==> src/rtl/mem_access_stage.sv <==
// MEM-stage data-memory access unit: turns load/store controls into a byte-enabled req/gnt/rvalid bus access.
// Latency: stalls at least 2 cycles (grant in the issue cycle, rvalid one cycle later); result presented in DONE.
// Backpressure: stallM_o holds the pipeline while the bus has not granted or responded; a timeout aborts the access.
//
// Ports:
//   clk_i, rst_i           clock (rising edge), asynchronous active-low reset
//   memreadM_i/memwriteM_i load / store request from EX/MEM
//   funct3M_i              access size and sign (instr[14:12])
//   aluresultM_i           effective byte address
//   writedataM_i           store data (rs2)
//   readdataM_o            formatted load data for MEM/WB (non-zero only in DONE)
//   stallM_o               freeze the front of the pipeline and hold MEM/WB input
//   access_err_o           one-cycle pulse on a misaligned or illegal access
//   bus_err_o              sticky bus-timeout flag
//   mem_*                  data-memory bus (req/gnt handshake, rvalid response)
module mem_access_stage #(
    parameter int TIMEOUT_CYCLES = 64
) (
    input  logic        clk_i,
    input  logic        rst_i,
    input  logic        memreadM_i,
    input  logic        memwriteM_i,
    input  logic [2:0]  funct3M_i,
    input  logic [31:0] aluresultM_i,
    input  logic [31:0] writedataM_i,
    output logic [31:0] readdataM_o,
    output logic        stallM_o,
    output logic        access_err_o,
    output logic        bus_err_o,
    output logic        mem_req_o,
    output logic        mem_we_o,
    output logic [31:0] mem_addr_o,
    output logic [3:0]  mem_be_o,
    output logic [31:0] mem_wdata_o,
    input  logic        mem_gnt_i,
    input  logic        mem_rvalid_i,
    input  logic [31:0] mem_rdata_i
);

    typedef enum logic [1:0] {
        S_IDLE,
        S_REQ,
        S_WAIT,
        S_DONE
    } state_t;

    // Abort fires on the cycle whose incremented count reaches this value.
    localparam logic [7:0] TO_LAST = 8'(TIMEOUT_CYCLES - 1);

    state_t      state_q, state_d;
    logic [7:0]  cnt_q, cnt_d;
    logic [31:0] load_q, load_d;
    logic        bus_err_q, bus_err_d;

    // Decode
    logic        is_ld, is_st, mem_op;
    logic        f3_legal, aligned, acc_vld;
    logic [3:0]  be_c;
    logic [31:0] wdata_c;
    logic [7:0]  ld_byte;
    logic [15:0] ld_half;
    logic [31:0] ld_fmt;
    logic [7:0]  cnt_inc;
    logic        timeout;

    // Unmasked FSM outputs, forced to zero while reset is asserted
    logic        req_c, stall_c, err_c;
    logic [31:0] rd_c;

    always_comb begin
        is_ld  = memreadM_i & ~memwriteM_i;
        is_st  = memwriteM_i & ~memreadM_i;
        mem_op = memreadM_i | memwriteM_i;

        f3_legal = 1'b0;
        if (is_ld) begin
            case (funct3M_i)
                3'b000, 3'b001, 3'b010, 3'b100, 3'b101: f3_legal = 1'b1;
                default:                                f3_legal = 1'b0;
            endcase
        end else if (is_st) begin
            case (funct3M_i)
                3'b000, 3'b001, 3'b010: f3_legal = 1'b1;
                default:                f3_legal = 1'b0;
            endcase
        end

        case (funct3M_i[1:0])
            2'b01:   aligned = ~aluresultM_i[0];
            2'b10:   aligned = (aluresultM_i[1:0] == 2'b00);
            default: aligned = 1'b1;
        endcase

        acc_vld = (is_ld | is_st) & f3_legal & aligned;
    end

    // Byte enables and lane-replicated store data
    always_comb begin
        be_c    = 4'b0000;
        wdata_c = writedataM_i;
        case (funct3M_i[1:0])
            2'b00: begin
                be_c    = 4'b0001 << aluresultM_i[1:0];
                wdata_c = {4{writedataM_i[7:0]}};
            end
            2'b01: begin
                be_c    = 4'b0011 << {aluresultM_i[1], 1'b0};
                wdata_c = {2{writedataM_i[15:0]}};
            end
            2'b10: begin
                be_c    = 4'b1111;
                wdata_c = writedataM_i;
            end
            default: begin
                be_c    = 4'b0000;
                wdata_c = writedataM_i;
            end
        endcase
    end

    // Load lane select and sign/zero extension
    always_comb begin
        case (aluresultM_i[1:0])
            2'b00:   ld_byte = mem_rdata_i[7:0];
            2'b01:   ld_byte = mem_rdata_i[15:8];
            2'b10:   ld_byte = mem_rdata_i[23:16];
            default: ld_byte = mem_rdata_i[31:24];
        endcase
        ld_half = aluresultM_i[1] ? mem_rdata_i[31:16] : mem_rdata_i[15:0];

        case (funct3M_i)
            3'b000:  ld_fmt = {{24{ld_byte[7]}}, ld_byte};
            3'b001:  ld_fmt = {{16{ld_half[15]}}, ld_half};
            3'b010:  ld_fmt = mem_rdata_i;
            3'b100:  ld_fmt = {24'd0, ld_byte};
            3'b101:  ld_fmt = {16'd0, ld_half};
            default: ld_fmt = 32'd0;
        endcase
    end

    // FSM next-state and outputs
    always_comb begin
        state_d   = state_q;
        cnt_d     = cnt_q;
        load_d    = load_q;
        bus_err_d = bus_err_q;
        req_c     = 1'b0;
        stall_c   = 1'b0;
        err_c     = 1'b0;
        rd_c      = 32'd0;
        cnt_inc   = cnt_q + 8'd1;
        timeout   = (cnt_inc == TO_LAST);

        case (state_q)
            S_IDLE: begin
                cnt_d = 8'd0;
                if (acc_vld) begin
                    req_c   = 1'b1;
                    stall_c = 1'b1;
                    state_d = mem_gnt_i ? S_WAIT : S_REQ;
                end else if (mem_op) begin
                    // Bad access: flag it and let the pipeline move on.
                    err_c = 1'b1;
                end
            end
            S_REQ: begin
                req_c   = 1'b1;
                stall_c = 1'b1;
                cnt_d   = cnt_inc;
                // A grant is not a completion, so the timeout still wins here.
                // Any rvalid seen in REQ is ignored: responses only follow a grant.
                if (timeout) begin
                    bus_err_d = 1'b1;
                    load_d    = 32'd0;
                    state_d   = S_DONE;
                end else if (mem_gnt_i) begin
                    state_d = S_WAIT;
                end
            end
            S_WAIT: begin
                stall_c = 1'b1;
                cnt_d   = cnt_inc;
                if (mem_rvalid_i) begin
                    load_d  = is_ld ? ld_fmt : 32'd0;
                    state_d = S_DONE;
                end else if (timeout) begin
                    bus_err_d = 1'b1;
                    load_d    = 32'd0;
                    state_d   = S_DONE;
                end
            end
            S_DONE: begin
                rd_c    = load_q;
                state_d = S_IDLE;
            end
            default: begin
                state_d = S_IDLE;
            end
        endcase
    end

    always_ff @(posedge clk_i or negedge rst_i) begin
        if (!rst_i) begin
            state_q   <= S_IDLE;
            cnt_q     <= 8'd0;
            load_q    <= 32'd0;
            bus_err_q <= 1'b0;
        end else begin
            state_q   <= state_d;
            cnt_q     <= cnt_d;
            load_q    <= load_d;
            bus_err_q <= bus_err_d;
        end
    end

    // Outputs drop the moment reset asserts, even mid-access, so the bus
    // never sees a request from a pipeline that is being reset.
    always_comb begin
        readdataM_o  = rd_c;
        stallM_o     = stall_c;
        access_err_o = err_c;
        bus_err_o    = bus_err_q;
        mem_req_o    = req_c;
        mem_we_o     = is_st;
        mem_addr_o   = {aluresultM_i[31:2], 2'b00};
        mem_be_o     = be_c;
        mem_wdata_o  = wdata_c;
        if (!rst_i) begin
            readdataM_o  = 32'd0;
            stallM_o     = 1'b0;
            access_err_o = 1'b0;
            bus_err_o    = 1'b0;
            mem_req_o    = 1'b0;
            mem_we_o     = 1'b0;
            mem_addr_o   = 32'd0;
            mem_be_o     = 4'd0;
            mem_wdata_o  = 32'd0;
        end
    end

endmodule

==> config.mk <==
export PLATFORM = sky130hd
export DESIGN_NAME = mem_access_stage
export DESIGN_NICKNAME = d
export VERILOG_FILES = /design/src/rtl/mem_access_stage.sv
export SDC_FILE = /design/constraint.sdc
export NUM_CORES = 1
export LEC_CHECK = 0
export CAP_MARGIN = 20
export CORE_ASPECT_RATIO = 1.25
export CORE_MARGIN = 10
export CORE_UTILIZATION = 44
export DETAILED_ROUTE_END_ITERATION = 6
export HOLD_SLACK_MARGIN = 0.08
export PLACE_DENSITY_LB_ADDON = 0.1
export SYNTH_ARGS = -nofsm -noshare
export SYNTH_HDL_FRONTEND = slang
export SYNTH_SLANG_ARGS = --single-unit
==> constraint.sdc <==
create_clock -name clk_i -period 4.95 [get_ports clk_i]
set_input_delay 0.99 -clock clk_i [delete_from_list [all_inputs] [get_ports clk_i]]
set_output_delay 0.99 -clock clk_i [all_outputs]
set_load 0.01 [all_outputs]
==> key figures <==
Placement
  – Cell Area, Placed: 0.00604 sq mm
  – RD Place Congestion: 0.896
  – Hpwl dp: 13,100 microns
  – Placed Cells: 783
  – I/O Buffers: 207

Global route
  – Initial antenna violation count: 0
  – Total gr overflow: 0
  – First-pass GRT wire length: 25,800 microns
  – Vias in the first global route: 4,658
  – Largest net degree at the start of global routing: 61
  – All-layer global routing usage: 23.8%

Power and ir drop
  – Switching part of the total: 39.0%
  – Lkg Pwr: 2.49 nW
  – P per Cell Area: 308 mW/mm^2
  – Max IR drop VDD: 0.166 mV
  – Sequential share of power: 27.5%
  – Comb power frac: 57.5%
  – Int Pwr: 1.16 mW
  – Switch Pwr: 740 uW
  – Clock Power Share: 14.9%

CTS
  – Clk sink count: 43
  – Clk Latency, worst-skew pair: 0.31 ns
  – CTS buffer count: 5
  – Longest Clk Path Bufs: 2
  – CTS tree: built
  – Root Buffer: clkbuf_8
  – Setup bufs post-CTS: 0
  – CTS H-tree lvls: 2
  – Cts hold-fix bufs: 0
  – Clock slew at reported path FFs: 0.09 ns
  – Post_cts resized: 0

Logic synthesis
  – Commonest cells in the netlist: 63 x and2_1, 53 x nand2_1, 43 x dfrtp_1
  – Yosys top cell by area: dfrtp_1
  – Synth top area cells: dfrtp_1 27%, and2_1 10%, and3_1 5.1%
  – Mux cell area share after synthesis: 5.74%
  – Synth Flop Type: dfrtp_1
  – Library cells used by synthesis: 53
  – Most frequent cell after synthesis: and2_1
  – Cells after Synth: 490
  – EDFF count, synth: 0
  – Mapped cell area: 0.00395 sq mm
  – Adder-Cell Fraction of Synth Area: 4.44%
  – Avg Inst Size Synth: 8.05 sq um
  – Synth Register Bits: 43
  – Synth warnings: 0
  – Main combinational cell family by area after synthesis: simple AND/OR/NAND/NOR gates
  – Synth top area share: 27.3%
  – Ys async rst share: 100%
  – Simple-gate area share of the yosys netlist: 27.4%
  – Register area share after synthesis: 27.3%
  – Synth Area in Compound Gates: 27.2%
  – Synth Area in XOR/XNOR: 0.444%

Critical path
  – Arrival @ worst endpoint: 3.67 ns
  – CP endpoint kind: output port
  – Required time of the critical path: 3.96 ns
  – CP Launch Point: funct3M_i[1]
  – Critical Path Source Type: primary input
  – Reg2reg start: state_q[1]
  – Setup Crit Path Kind: in -> out
  – Maximum fanout along the worst path: 13
  – R2R setup slack: 1.98 ns

Timing
  – Worst-Margin Slew: 1.07 ns
  – Achievable frequency: 0.215 GHz
  – Skew final: 0.00847 ns
  – Tmin final: 4.66 ns
  – Relative slew slack: 28.8%
  – Hold Vio Cnt, Final: 0
  – Setup TNS: 0 ns
  – Final setup viols: 0
  – Period utilization: 94.2%
  – RSZ-0062 raised after global routing: false
  – Final Slew Violations: 0

Routing
  – Avg WL per Cell: 20.8 microns
  – Initial DRT Pass Iterations: 5
  – Via/cell ratio: 5.74
  – Vias: 4,543
  – Post-Route WL: 16,500 microns
  – Final ANT Viol Nets: 0
  – 1st-iter DRT viols: 331
  – DRC viols: 0

Finish
  – Layout overhead on the synthesized area: 56.0%
  – Fin util: 70.8%
  – Post-route cell area: 0.00616 sq mm
  – Final Net Count: 789
  – Post-Layout Cell Count: 791
  – Share of cells above drive strength 1: 5.81%
  – # diodes: 0
  – Fillers: 729

Outcome
  – Status: finished, final reports clean

Floorplan
  – Starting Density: 45.3%
  – Vert. Die Dim: 126 microns
  – Die ar.: 0.0132 sq mm
  – IO Count: 210
  – Row count: 38
  – Core ar.: 0.00870 sq mm
  – Die width: 105 microns

Hold path
  – Hold WC Path Type: reg -> reg
  – Hold Crit Start: bus_err_q

Job
  – Max-cap violation count: 0
## cell type report
type | instances | area, sq um | share of cell area, %
multi-input cells | 381 | 2580 | 41.9
well taps | 120 | 150 | 2.44
inverters | 23 | 86.3 | 1.40
flip-flops and latches | 43 | 1080 | 17.5
clock inverters | 3 | 43.8 | 0.711
repair buffers | 216 | 2150 | 34.9
clock buffers | 5 | 68.8 | 1.12
## sequential cells by signal, indices dropped and copies added (netlist names)
register and cells:
bus_err_q 1, state_q 2, load_q 32, cnt_q 8
## final timing paths
| kind | end | cells past startpoint |
|---|---|---|
| max in group asynchronous | load_q[5] | 2 |
| max reg2reg | load_q[18] | 7 |
| min | bus_err_q | 1 |
| min in group asynchronous | cnt_q[7] | 1 |
| min reg2reg | bus_err_q | 1 |
| max | stallM_o | 10 |
## cell families (layout without fill, tap and decap cells)
family,after synthesis,count (layout)
adders and majority gates,14,14
muxes,18,18
other,1,2
and+or+nand+nor,198,198
buffers and inverters,67,247
AOI/OAI and AO/OA,147,147
xor gates and xnor gates,2,2
DFF,43,43
## layout by cell type, fill, tap and decap left out, types with 3 or more instances in the layout
cell,instances
buf_4,9
nand2b_1,4
o21a_1,3
nor3_1,3
and3_1,32
a21oi_1,30
a21o_1,3
a22o_1,6
clkdlybuf4s50_1,206
nand2_1,53
inv_1,23
nor2_1,11
mux4_2,3
a21boi_0,11
mux2i_1,8
ha_1,14
nor2b_1,17
clkbuf_8,5
a22oi_1,22
dfrtp_1,43
nand4_1,3
o21ai_0,22
a221o_2,5
and2_1,63
o221ai_1,9
mux2_2,7
o211ai_1,3
a221o_1,17
## power by group through the flow
stage          Clock [mW]  Combinational, mW  Sequential [mW]
2_1_floorplan           0              0.667            0.500
3_3_place_gp            0               1.07            0.520
3_5_place_dp            0               1.09            0.526
4_1_cts             0.285               1.10            0.520
5_1_grt             0.303               1.19            0.535
6_report            0.283               1.09            0.522
## worst max-delay path, cell delays in order
cell and delay (ns):
clkdlybuf4s50_1 0.61, inv_1 0.17, ha_1 0.20, buf_4 0.20
inv_1 0.09, a21o_1 0.16, a21oi_1 0.33, a21oi_1 0.12
nor3b_1 0.19, clkdlybuf4s50_1 0.59
## stage by stage
step                      setup WS, ns  total power [mW]  hold slack, ns
after CTS                        0.305              1.90           0.486
after floorplan                   1.32              1.17           0.435
after global routing            0.0828              2.03           0.513
final                            0.289              1.90           0.482
after detailed placement         0.333              1.62           0.458
after global placement           0.374              1.59           0.458
## metal layers
metal  GRT usage [%]  routed length, microns
met4            5.26                     245
met2            41.7                    8190
met5               0                       0
met3            8.67                    1590
met1            26.9                    6440
Power figures use the tool's default switching activity.
